==> src/rtl/alphaahb_mem_arbiter.sv <==
// alphaahb_mem_arbiter
// Shares one memory port between the core's instruction-fetch (I) and data (D)
// ports. One transaction is in flight at a time (IDLE -> REQ -> WAIT -> RESP).
// D has priority, but after MAX_D_STREAK consecutive D wins against a waiting
// fetch, the fetch is served. Fetch flush drops or withdraws the fetch, and a
// response timeout completes the transaction with bus_err.
// Optional statistics counters: define ALPHAAHB_MEM_ARB_STATS_EN.
module alphaahb_mem_arbiter #(
    parameter int ADDR_W         = 64,
    parameter int DATA_W         = 64,
    parameter int MAX_D_STREAK   = 4,
    parameter int TIMEOUT_CYCLES = 64,
    parameter int CNT_W          = 32
) (
    input  logic              clk,
    input  logic              rst_n,
    input  logic              i_req,
    input  logic [ADDR_W-1:0] i_addr,
    output logic              i_gnt,
    output logic              i_rvalid,
    output logic [DATA_W-1:0] i_rdata,
    input  logic              d_req,
    input  logic              d_we,
    input  logic [ADDR_W-1:0] d_addr,
    input  logic [DATA_W-1:0] d_wdata,
    output logic              d_gnt,
    output logic              d_rvalid,
    output logic [DATA_W-1:0] d_rdata,
    input  logic              flush,
    output logic              m_req,
    output logic              m_we,
    output logic [ADDR_W-1:0] m_addr,
    output logic [DATA_W-1:0] m_wdata,
    input  logic              m_gnt,
    input  logic              m_rvalid,
    input  logic [DATA_W-1:0] m_rdata,
    output logic              busy,
    output logic              bus_err
`ifdef ALPHAAHB_MEM_ARB_STATS_EN
    ,
    output logic [CNT_W-1:0]  stat_i_grants,
    output logic [CNT_W-1:0]  stat_d_grants,
    output logic [CNT_W-1:0]  stat_conflicts,
    output logic [CNT_W-1:0]  stat_timeouts
`endif
);

    localparam int STREAK_W = $clog2(MAX_D_STREAK + 1);
    localparam int TMO_W    = (TIMEOUT_CYCLES > 0) ? $clog2(TIMEOUT_CYCLES + 1) : 1;

    // Reject configurations the arbitration and counters cannot represent.
    if (MAX_D_STREAK < 1) begin : g_bad_streak
        $error("MAX_D_STREAK must be >= 1");
    end
    if (CNT_W < 1) begin : g_bad_cnt_w
        $error("CNT_W must be >= 1");
    end

    typedef enum logic [1:0] {
        S_IDLE = 2'd0,
        S_REQ  = 2'd1,
        S_WAIT = 2'd2,
        S_RESP = 2'd3
    } state_t;

    state_t              state_reg,   state_next;
    logic                owner_i_reg, owner_i_next;  // 1 = fetch owns the port
    logic                drop_reg,    drop_next;     // fetch response to be discarded
    logic                err_reg,     err_next;      // completion was a timeout
    logic [STREAK_W-1:0] streak_reg,  streak_next;
    logic [TMO_W-1:0]    tmo_reg,     tmo_next;
    logic                m_we_reg,    m_we_next;
    logic [ADDR_W-1:0]   m_addr_reg,  m_addr_next;
    logic [DATA_W-1:0]   m_wdata_reg, m_wdata_next;
    logic [DATA_W-1:0]   rdata_reg,   rdata_next;

    logic [TMO_W-1:0]    tmo_inc;
    logic                timeout_hit;
    logic                streak_full;

    assign tmo_inc     = tmo_reg + TMO_W'(1);
    assign timeout_hit = (TIMEOUT_CYCLES != 0) && (tmo_inc == TMO_W'(TIMEOUT_CYCLES));
    assign streak_full = (streak_reg == STREAK_W'(MAX_D_STREAK));

    // State and transaction registers; async reset abandons any transaction.
    always_ff @(posedge clk or negedge rst_n) begin
        if (!rst_n) begin
            state_reg   <= S_IDLE;
            owner_i_reg <= 1'b0;
            drop_reg    <= 1'b0;
            err_reg     <= 1'b0;
            streak_reg  <= '0;
            tmo_reg     <= '0;
            m_we_reg    <= 1'b0;
            m_addr_reg  <= '0;
            m_wdata_reg <= '0;
            rdata_reg   <= '0;
        end else begin
            state_reg   <= state_next;
            owner_i_reg <= owner_i_next;
            drop_reg    <= drop_next;
            err_reg     <= err_next;
            streak_reg  <= streak_next;
            tmo_reg     <= tmo_next;
            m_we_reg    <= m_we_next;
            m_addr_reg  <= m_addr_next;
            m_wdata_reg <= m_wdata_next;
            rdata_reg   <= rdata_next;
        end
    end

    // Next-state: arbitration in IDLE, handshake in REQ, response/timeout in WAIT.
    always_comb begin
        state_next   = state_reg;
        owner_i_next = owner_i_reg;
        drop_next    = drop_reg;
        err_next     = err_reg;
        streak_next  = streak_reg;
        tmo_next     = '0;
        m_we_next    = m_we_reg;
        m_addr_next  = m_addr_reg;
        m_wdata_next = m_wdata_reg;
        rdata_next   = rdata_reg;
        case (state_reg)
            S_IDLE: begin
                drop_next = 1'b0;
                err_next  = 1'b0;
                // The streak only measures D wins while a fetch is waiting.
                if (!i_req) begin
                    streak_next = '0;
                end
                if (d_req && (!i_req || !streak_full)) begin
                    state_next   = S_REQ;
                    owner_i_next = 1'b0;
                    m_we_next    = d_we;
                    m_addr_next  = d_addr;
                    m_wdata_next = d_wdata;
                    if (i_req) begin
                        streak_next = streak_reg + STREAK_W'(1);
                    end
                end else if (i_req) begin
                    state_next   = S_REQ;
                    owner_i_next = 1'b1;
                    m_we_next    = 1'b0;
                    m_addr_next  = i_addr;
                    m_wdata_next = '0;
                    streak_next  = '0;
                end
            end
            S_REQ: begin
                if (m_gnt) begin
                    state_next = S_WAIT;
                end else if (owner_i_reg && flush) begin
                    // Fetch not yet accepted, so it can simply be withdrawn.
                    state_next = S_IDLE;
                end
            end
            S_WAIT: begin
                tmo_next = tmo_inc;
                if (owner_i_reg && flush) begin
                    drop_next = 1'b1;
                end
                if (m_rvalid) begin
                    state_next = S_RESP;
                    rdata_next = m_we_reg ? '0 : m_rdata;
                    err_next   = 1'b0;
                end else if (timeout_hit) begin
                    state_next = S_RESP;
                    rdata_next = '0;
                    err_next   = 1'b1;
                end
            end
            default: begin
                state_next = S_IDLE;
                drop_next  = 1'b0;
                err_next   = 1'b0;
            end
        endcase
    end

    assign busy     = (state_reg != S_IDLE);
    assign m_req    = (state_reg == S_REQ);
    assign m_we     = m_we_reg;
    assign m_addr   = m_addr_reg;
    assign m_wdata  = m_wdata_reg;
    assign i_gnt    = m_req && owner_i_reg && m_gnt;
    assign d_gnt    = m_req && !owner_i_reg && m_gnt;
    assign i_rvalid = (state_reg == S_RESP) && owner_i_reg && !drop_reg;
    assign d_rvalid = (state_reg == S_RESP) && !owner_i_reg;
    assign i_rdata  = i_rvalid ? rdata_reg : '0;
    assign d_rdata  = d_rvalid ? rdata_reg : '0;
    assign bus_err  = (state_reg == S_RESP) && err_reg;

`ifdef ALPHAAHB_MEM_ARB_STATS_EN
    logic conflict;
    assign conflict = (state_reg == S_IDLE) && i_req && d_req;

    // Saturating event counters.
    always_ff @(posedge clk or negedge rst_n) begin
        if (!rst_n) begin
            stat_i_grants  <= '0;
            stat_d_grants  <= '0;
            stat_conflicts <= '0;
            stat_timeouts  <= '0;
        end else begin
            if (i_gnt && (stat_i_grants != '1))     stat_i_grants  <= stat_i_grants + CNT_W'(1);
            if (d_gnt && (stat_d_grants != '1))     stat_d_grants  <= stat_d_grants + CNT_W'(1);
            if (conflict && (stat_conflicts != '1)) stat_conflicts <= stat_conflicts + CNT_W'(1);
            if (bus_err && (stat_timeouts != '1))   stat_timeouts  <= stat_timeouts + CNT_W'(1);
        end
    end
`endif

endmodule
==> config.mk <==
export PLATFORM = sky130hd
export DESIGN_NAME = alphaahb_mem_arbiter
export DESIGN_NICKNAME = d
export VERILOG_FILES = /design/src/rtl/alphaahb_mem_arbiter.sv
export SDC_FILE = /design/constraint.sdc
export NUM_CORES = 1
export LEC_CHECK = 0
export CAP_MARGIN = 20
export CORE_AREA = 2 2 206 208
export DETAILED_ROUTE_END_ITERATION = 16
export DIE_AREA = 0 0 208 210
export PLACE_DENSITY = 0.57
export REMOVE_ABC_BUFFERS = 1
export SLEW_MARGIN = 10
export SYNTH_ARGS = -nofsm -noshare
export SYNTH_HDL_FRONTEND = slang
export SYNTH_SLANG_ARGS = --single-unit
export TNS_END_PERCENT = 10
==> constraint.sdc <==
create_clock -name clk -period 4.9 [get_ports clk]
set_clock_uncertainty 0.2 [all_clocks]
set_input_delay 0.98 -clock clk [delete_from_list [all_inputs] [get_ports clk]]
set_output_delay 0.98 -clock clk [all_outputs]
set_load 0.01 [all_outputs]
* Yosys cells after proc, flatten, opt, wreduce, memory -nomap -nowiden *
Cells that the tools add are included.

word-level totals
  bits in registers = 208
  output and inout bits = 264
  word-level logic and storage cells = 74

cells by class
  add/subtract/negate cells = 2
  equality and inequality tests = 9
  mux-type cells = 28
  bitwise gates (word level) = 1
  reduce and logical (&&, ||, !) cells = 24

operators by type and width
  kind                                                                     number
  64-bit two-way mux                                                       9
  2-bit two-way mux                                                        6
  1-bit logical AND                                                        10
  2-bit AND reduction                                                      4
  7-bit by 1-bit adder with 7-bit output, second input constant            1
  7-bit equality test, second input constant                               1
  1-bit two-way mux                                                        7
  7-bit two-way mux                                                        1
  3-bit two-way mux                                                        2
  3-bit inequality test, second input constant                             2
  2-bit case mux with 3 select lines                                       1
  2-bit nonzero test                                                       3
  2-bit equality test, second input constant                               2
  1-bit zero test                                                          4
  1-bit case mux with 2 select lines                                       2
  3-bit by 1-bit adder with 3-bit output, second input constant            1
  3-bit equality test, second input constant                               1
  3-bit by 1-bit inequality test with 1-bit output, second input constant  1
  3-bit AND reduction                                                      1
  2-bit by 1-bit equality test with 1-bit output, second input constant    1
  2-bit zero test                                                          1
  2-bit inequality test, second input constant                             1
  1-bit logical OR                                                         1
  1-bit NOT                                                                1

* Longest topological paths before layout *
Gate-level depths: netlist of the first run.

  depth in word-level cells = 6
  gate-level depth with buffers = 8

* Worst setup path after synthesis of the first run *
No wires, ideal clock.

  path type = register to output
  start point = reg owner_i_reg
  end point = out i_rdata[10]
  data arrival time = 1.291 ns
  path slack = 2.429 ns
  stages on the path, launching flop included = 6
  buffers on the path = 2
  path through = dfrtp_1 inv_2 nor3_1 clkbuf_1 clkbuf_1 and2_1

on the way
  word-level cells in the longest chain between the ends = 3

ends and longest elaborated chain
  what                             RTL line  source
  start: declaration               67        logic owner_i_reg, owner_i_next;
  start signal: assignment         100       owner_i_reg <= owner_i_next;
  1-bit logical AND (2 in series)  188       assign i_rvalid = (state_reg == S_RESP) && owner_i_reg && !drop_reg;
  64-bit two-way mux               190       assign i_rdata = i_rvalid ? rdata_reg : '0;
  end: declaration                 21        output logic [DATA_W-1:0] i_rdata,

Every way passes these cells.

* Final worst setup path of the first run *
  start point = reg owner_i_reg
  end point = out i_rdata[45]

The elaborated chain is that of the path after synthesis.

==> results of run 1 <==
-- stage by stage --
step	area [µm²]	std cells	TNS, ps	power [mW]
after global placement	15540	1933	0	7.275
after floorplan	9379	855	-422670	4.933
after detailed placement	15540	1933	0	7.345
after global routing	16410	1980	0	9.771
final	16410	1981	0	9.182
after CTS	16390	1979	0	9.322
-- worst paths after layout --
path | start | end | cells after the start
worst max-delay path | owner_i_reg$_DFFE_PN0P_ | i_rdata[45] | 5
worst min-delay path | rst_n | rdata_reg[45]$_DFFE_PN0P_ | 1
worst max register to register | streak_reg[0]$_DFFE_PN0P_ | m_wdata[6]$_DFFE_PN0P_ | 7
worst min register to register | m_addr[36]$_DFFE_PN0P_ | m_addr[36]$_DFFE_PN0P_ | 2
max in group asynchronous | rst_n | m_wdata[48]$_DFFE_PN0P_ | 2
min in group clk | m_addr[36]$_DFFE_PN0P_ | m_addr[36]$_DFFE_PN0P_ | 2
-- layout make-up --
cell class	instances	area share [%]
Multi-Input combinational cell	642	25.66
Timing Repair Buffer	540	33.20
Clock buffer	37	4.575
Clock inverter	9	0.6024
Antenna cell	1	0.01525
Sequential cell	208	31.72
Tap cell	539	4.110
Inverter	5	0.1144
-- routing by layer --
layer | part of all wire (%) | vias up
met4 | 2.4 | 0
met2 | 48 | 372
met1 | 41 | 4288
met3 | 8.1 | 45
met5 | 0 | -
li1 | - | 4225
-- worst reg2reg max path: stages, from the launching register on --
cell and delay, ps:
dfrtp_1 370, inv_1 60, ha_1 190, nand3_1 150
nand2_4 350, nor2_4 710, buf_12 320, a22o_1 170
-- where the power goes --
part / total [mW] / switching, mW / internal (mW)
clock network: 1.91 / 0.752 / 1.16
registers: 3.20 / 0.654 / 2.55
logic: 4.07 / 1.82 / 2.24
total: 9.18 / 3.23 / 5.95
-- cell usage after synthesis (11+ instances only) --
cell,instances,share of area (%)
a22o_1,65,5.8
a22oi_1,64,4.9
and2_1,128,8.2
buf_2,21,1.1
clkbuf_1,43,1.7
dfrtp_1,208,53
mux2i_1,64,6.6
nand2_1,75,2.9
nand2b_1,66,4.2
nor2_1,13,0.50
o21ai_0,123,6.3
o21ai_1,11,0.57
-- placed cells by master, fill, tap and decap left out, types with 3 or more instances in the layout --
master	instances
mux2i_1	64
buf_12	6
o21ai_0	123
inv_1	4
clkbuf_1	4
ha_1	3
nand3_1	4
xor2_1	3
a22o_1	65
and2_1	128
nand2b_1	65
nand2_1	74
buf_4	7
clkbuf_16	25
a22oi_1	64
o21ai_1	10
clkbuf_8	8
nor2_1	11
a21oi_1	5
dfrtp_1	208
clkdlybuf4s50_1	525
clkinv_2	6
-- kinds of logic after synthesis --
logic type / Yosys count / share of synthesized area (%)
AO/OA/AOI/OAI: 274 / 18.41
XOR/XNOR: 4 / 0.3598
AND/OR/NAND/NOR: 296 / 16.82
buffers and inverters: 83 / 3.880
multiplexers: 65 / 6.694
adder cells (fa/ha/maj): 3 / 0.3855
flip-flops: 208 / 53.45
==> results by group, run 1 <==
Outcome
  • Outcome: finished clean

STA
  • Part of the cycle the worst path needs: 77.91%
  • Setup WS post-layout: 1082 ps
  • Minimum clock period: 3818 ps
  • Unrepaired setup endpoints after global routing: no
  • Fmax: 0.2619 GHz
  • Final hold slack: 203.4 ps
  • Slew @ Worst Pin: 906.8 ps
  • Slew headroom: 39.28%
  • Final Hold Viols: 0
  • Setup violations, final: 0
  • Slew Viols, Final: 0

Setup path
  • CP startpoint kind: flop
  • Critical Path AT: 2640 ps
  • Critical path endpoint category: output port
  • Max stage delay cell, worst path: clkdlybuf4s50_1
  • R2r setup slk: 2320 ps
  • Critical Path Fanout Max: 65
  • Worst path max stage delay: 550 ps
  • Setup CP Type: reg2out
  • WP buf/inv: 3
  • Crit path max-delay family: buffers and inverters
  • Crit path required time: 3720 ps
  • Crit-path cells: inv_2, nor3_2, buf_4, and2_1, clkdlybuf4s50_1

Drt
  • Initial drt markers: 359
  • Drt first pass iters: 4
  • Total vias in the final route: 8,930
  • DR WL/cell: 18.30 µm
  • DRC Markers: 0
  • Post-route ant nets: 0
  • Routed vias/inst: 4.508
  • Routed wire length: 36,250 µm

Logic synthesis
  • Unique masters post-synth: 36
  • Post-synthesis sequential element count: 208
  • Main synth FF type: dfrtp_1
  • Async SR Flop Fraction: 100.0%
  • Syn Area/Cell: 10.44 µm²
  • Mapped Cells: 933
  • Cell Area, Synth: 0.009738 mm²
  • Synth Warn #: 0
  • Register area share after synthesis: 53.45%
  • EDFF count, synth: 0

Cells and area
  • Layout cells sized above 1: 4.719%
  • Fin nets: 1,689
  • Fillers: 4,115
  • Register area: 0.005205 mm²
  • Layout Area Growth over Synthesis: 68.50%
  • Footprint of the multi-input gates: 0.004210 mm²
  • Final Core Density: 39.56%

GRT
  • Global Route met2 Usage: 27.09%
  • Grt peak-use layer: met2
  • Initial antenna violation count: 0
  • GRT met3 Usage: 4.455%
  • Pin count of the biggest net entering global routing: 112
  • First-pass GRT wire length: 54,500 µm
  • Aggregate global-route resource usage: 15.74%
  • Global routing usage on met1: 19.24%
  • Global route total overflow: 0
  • Vias in the first global route: 9,003

Clock network
  • CTS tree: built
  • Worst-case clock buffer depth: 3
  • CTS clk-pin slew, worst paths: 60 ps
  • Sinks on the clock net: 208
  • Post-CTS setup buffer count: 0
  • Post-CTS sizing: 0
  • Num CTS Buffers: 25
  • CTS Root Cell: clkbuf_16
  • # H-tree levels: 1
  • Hold_buf cts: 0
  • Worst-Skew Late Latency: 530 ps

Placed design
  • DP Worst Slack: 1320 ps
  • Port Buffers: 527
  • Dpl hpwl: 26,630 µm
  • Routability cong.: 0.7916

Worst hold path
  • Hold Path Class: in2async

Run
  • Max-cap violations: 0

Floorplanning
  • Die Span X: 208 µm
  • Core Area: 0.04148 mm²
  • Ports: 528
  • Cell row count: 75
  • Starting Density: 23.48%
  • Die area: 0.04368 mm²
  • Chip height: 210 µm

Pwr
  • Static Leakage: 6.790 nW
  • Worst-case vdd ir drop: 0.0002684 V
  • PD cells: 559.6 mW/mm²
Note: power is estimated with default switching activity, not from simulation.
==> inputs of run 2 (changes only) <==
- PLACE_DENSITY: 0.57 -> 0.59
- clock period: 4.9 -> 3.2 ns (I/O delays scaled with it)
==> results by group, run 2 (synthesis results as in run 1) <==
Outcome
  • Outcome: finished clean

Setup path
  • Setup CP Type: reg2out
  • R2r setup slk: 890 ps (-1430 ps)
  • Critical path endpoint category: output port
  • Critical Path AT: 2270 ps (-370 ps)
  • Cells on worst reg2reg path: 6 (-1)
  • Critical Path Fanout Max: 32 (-51%)
  • CP startpoint kind: flop
  • RR Startpoint: tmo_reg[0]$_DFF_PN0_
  • Crit path required time: 2360 ps (-1360 ps)
  • RR Endpoint: rdata_reg[0]$_DFFE_PN0P_

STA
  • Setup TNS: 0 ps (unchanged)
  • Unrepaired setup endpoints after global routing: yes
  • Fmax: 0.3215 GHz
  • Slew Viols, Final: 0 (unchanged)
  • Setup violations, final: 0 (unchanged)
  • Minimum clock period: 3110 ps
  • Part of the cycle the worst path needs: 97.20%
  • Slew @ Worst Pin: 877.6 ps (-29.18 ps)
  • Slew headroom: 41.49% (+2.2 points)
  • Final Hold Viols: 0 (unchanged)
  • Setup WS post-layout: 89.68 ps (-992.5 ps)

Placed design
  • Routability cong.: 0.8383 (+5.9%)
  • Port Buffers: 527 (unchanged)
  • Dpl hpwl: 25,870 µm (-2.8%)
  • Placed Cells incl. Taps: 1,946 (+0.67%)
  • DP Worst Slack: 457.3 ps (-863.0 ps)

Floorplanning
  • Ports: 528 (unchanged)
  • Die area: 0.04368 mm² (unchanged)
  • Chip height: 210 µm (unchanged)
  • Cell row count: 75 (unchanged)
  • Die Span X: 208 µm (unchanged)
  • Starting Density: 23.48% (unchanged)
  • Core Area: 0.04148 mm² (unchanged)

Clock network
  • Sinks on the clock net: 208 (unchanged)
  • CTS tree: built
  • CTS clk-pin slew, worst paths: 60 ps (about the same)
  • CTS Root Cell: clkbuf_16
  • Worst-case clock buffer depth: 3 (unchanged)
  • Worst-Skew Late Latency: 570 ps (+40 ps)
  • # H-tree levels: 1 (unchanged)
  • Num CTS Buffers: 26 (+4.0%)

Worst hold path
  • Hold path startpoint: m_addr[48]$_DFFE_PN0P_
  • Hold depth: 2
  • Hold Path End: m_addr[48]$_DFFE_PN0P_
  • Hold Path Class: reg2reg

GRT
  • Initial antenna violation count: 1 (+1)
  • Global routing usage on met1: 18.51% (-0.73 points)
  • First-pass GRT wire length: 53,800 µm (-1.3%)
  • GRT met3 Usage: 4.827% (+0.37 points)
  • Aggregate global-route resource usage: 15.53% (-0.21 points)
  • Pin count of the biggest net entering global routing: 81 (-28%)
  • Vias in the first global route: 9,187 (+2.0%)
  • Grt peak-use layer: met2
  • Global Route met2 Usage: 27.12% (about the same)
  • Global route total overflow: 0 (unchanged)

Cells and area
  • Most frequent cells in the layout: clkdlybuf4s50_1 (493), dfrtp_1 (207), and2_1 (128), o21ai_0 (123), nand2_1 (73)
  • Layout Area Growth over Synthesis: 72.53%
  • Fin nets: 1,708 (+1.1%)
  • Non-filler cells, final: 2,000 (+0.96%)
  • Commonest non-fill, non-tap cell in the layout: clkdlybuf4s50_1
  • Layout cells sized above 1: 5.955% (+1.2 points)
  • N_diodes: 0 (-1)
  • Fillers: 4,062 (-1.3%)
  • Final Core Density: 40.51% (+0.95 points)

Pwr
  • Worst-case vdd ir drop: 0.0004137 V (+54%)
  • PD cells: 854.2 mW/mm² (+53%)
  • Static Leakage: 7.502 nW (+10%)
  • Final Power: 14.35 mW (+56%)

Drt
  • Drt first pass iters: 5 (+1)
  • DR WL/cell: 17.80 µm (-2.7%)
  • Routed wire length: 35,600 µm (-1.8%)
  • Routed vias/inst: 4.501 (-0.15%)
  • Total vias in the final route: 9,002 (+0.81%)
  • Post-route ant nets: 0 (unchanged)
  • Initial drt markers: 349 (-2.8%)
  • DRC Markers: 0 (unchanged)

Run
  • Max-cap violations: 0 (unchanged)
-- run 2: cell types whose count changed in the layout (fill, tap and decap cells not counted), moves of 2 or more --
cell             previous run  this run
clkinvlp_4                  0         2
dlymetal6s2s_1              0        32
clkinv_2                    6         2
buf_4                       7        16
clkdlybuf4s50_1           525       493
buf_12                      6        13
clkbuf_1                    4         6
-- run 2: worst max path at each step --
stage                                         from                endpoint  slack (ps)  cells past startpoint
final                     state_reg[0]$_DFFE_PN0P_             i_rdata[18]          90                      5
after global routing      state_reg[0]$_DFFE_PN0P_             i_rdata[32]         -40                      5
after CTS                 state_reg[0]$_DFFE_PN0P_             i_rdata[23]          20                      6
after detailed placement                     i_req  m_addr[42]$_DFFE_PN0P_         460                      6
after global placement                       m_gnt                   i_gnt         430                      4
after floorplan                              i_req   m_addr[0]$_DFFE_PN0P_       -4240                      2
-- run 2: what timing repair did --
item                                    4_1_cts  5_1_grt
gates cloned                                  1        0
setup buffers                                 4        0
resized for setup                             3       32
hold buffers                                  1        0
endpoints found under the hold margin        74        0
endpoints found under the setup margin       64       63
-- run 2: power breakdown --
part	total, mW	switching (mW)	internal, mW	leakage (nW)
clock	3.05	1.21	1.84	0.436
combinational	6.43	2.83	3.59	4.61
sequential	4.88	0.974	3.90	2.46
-- run 2: critical path: stages, from the launching register on --
cell and delay [ps]:
dfrtp_1 380, nand2_2 100, nor3_4 190, bufbuf_16 350
and2_1 140, clkdlybuf4s50_1 530
-- run 2: routing by layer --
layer | part of all wire (%) | wire length [µm]
met1 | 40 | 14160
met2 | 49 | 17520
met3 | 8.9 | 3171
met4 | 2.1 | 735
met5 | 0.039 | 14
-- run 2: per-stage QoR --
step	instance area, µm²	hold slack, ps
2_1_floorplan	9379	144.4
3_3_place_gp	15730	260.2
3_5_place_dp	15730	269.3
4_1_cts	16720	282.6
5_1_grt	16800	305.2
6_report	16800	276.6
-- run 2: final cells by class --
type / count / area, µm² / area share [%]
Clock inverter: 9 / 135.1 / 0.8043
Multi-Input combinational cell: 642 / 4219 / 25.11
Inverter: 5 / 18.77 / 0.1117
Clock buffer: 39 / 769.5 / 4.580
Tap cell: 539 / 674.4 / 4.014
Timing Repair Buffer: 558 / 5778 / 34.39
Sequential cell: 208 / 5206 / 30.99
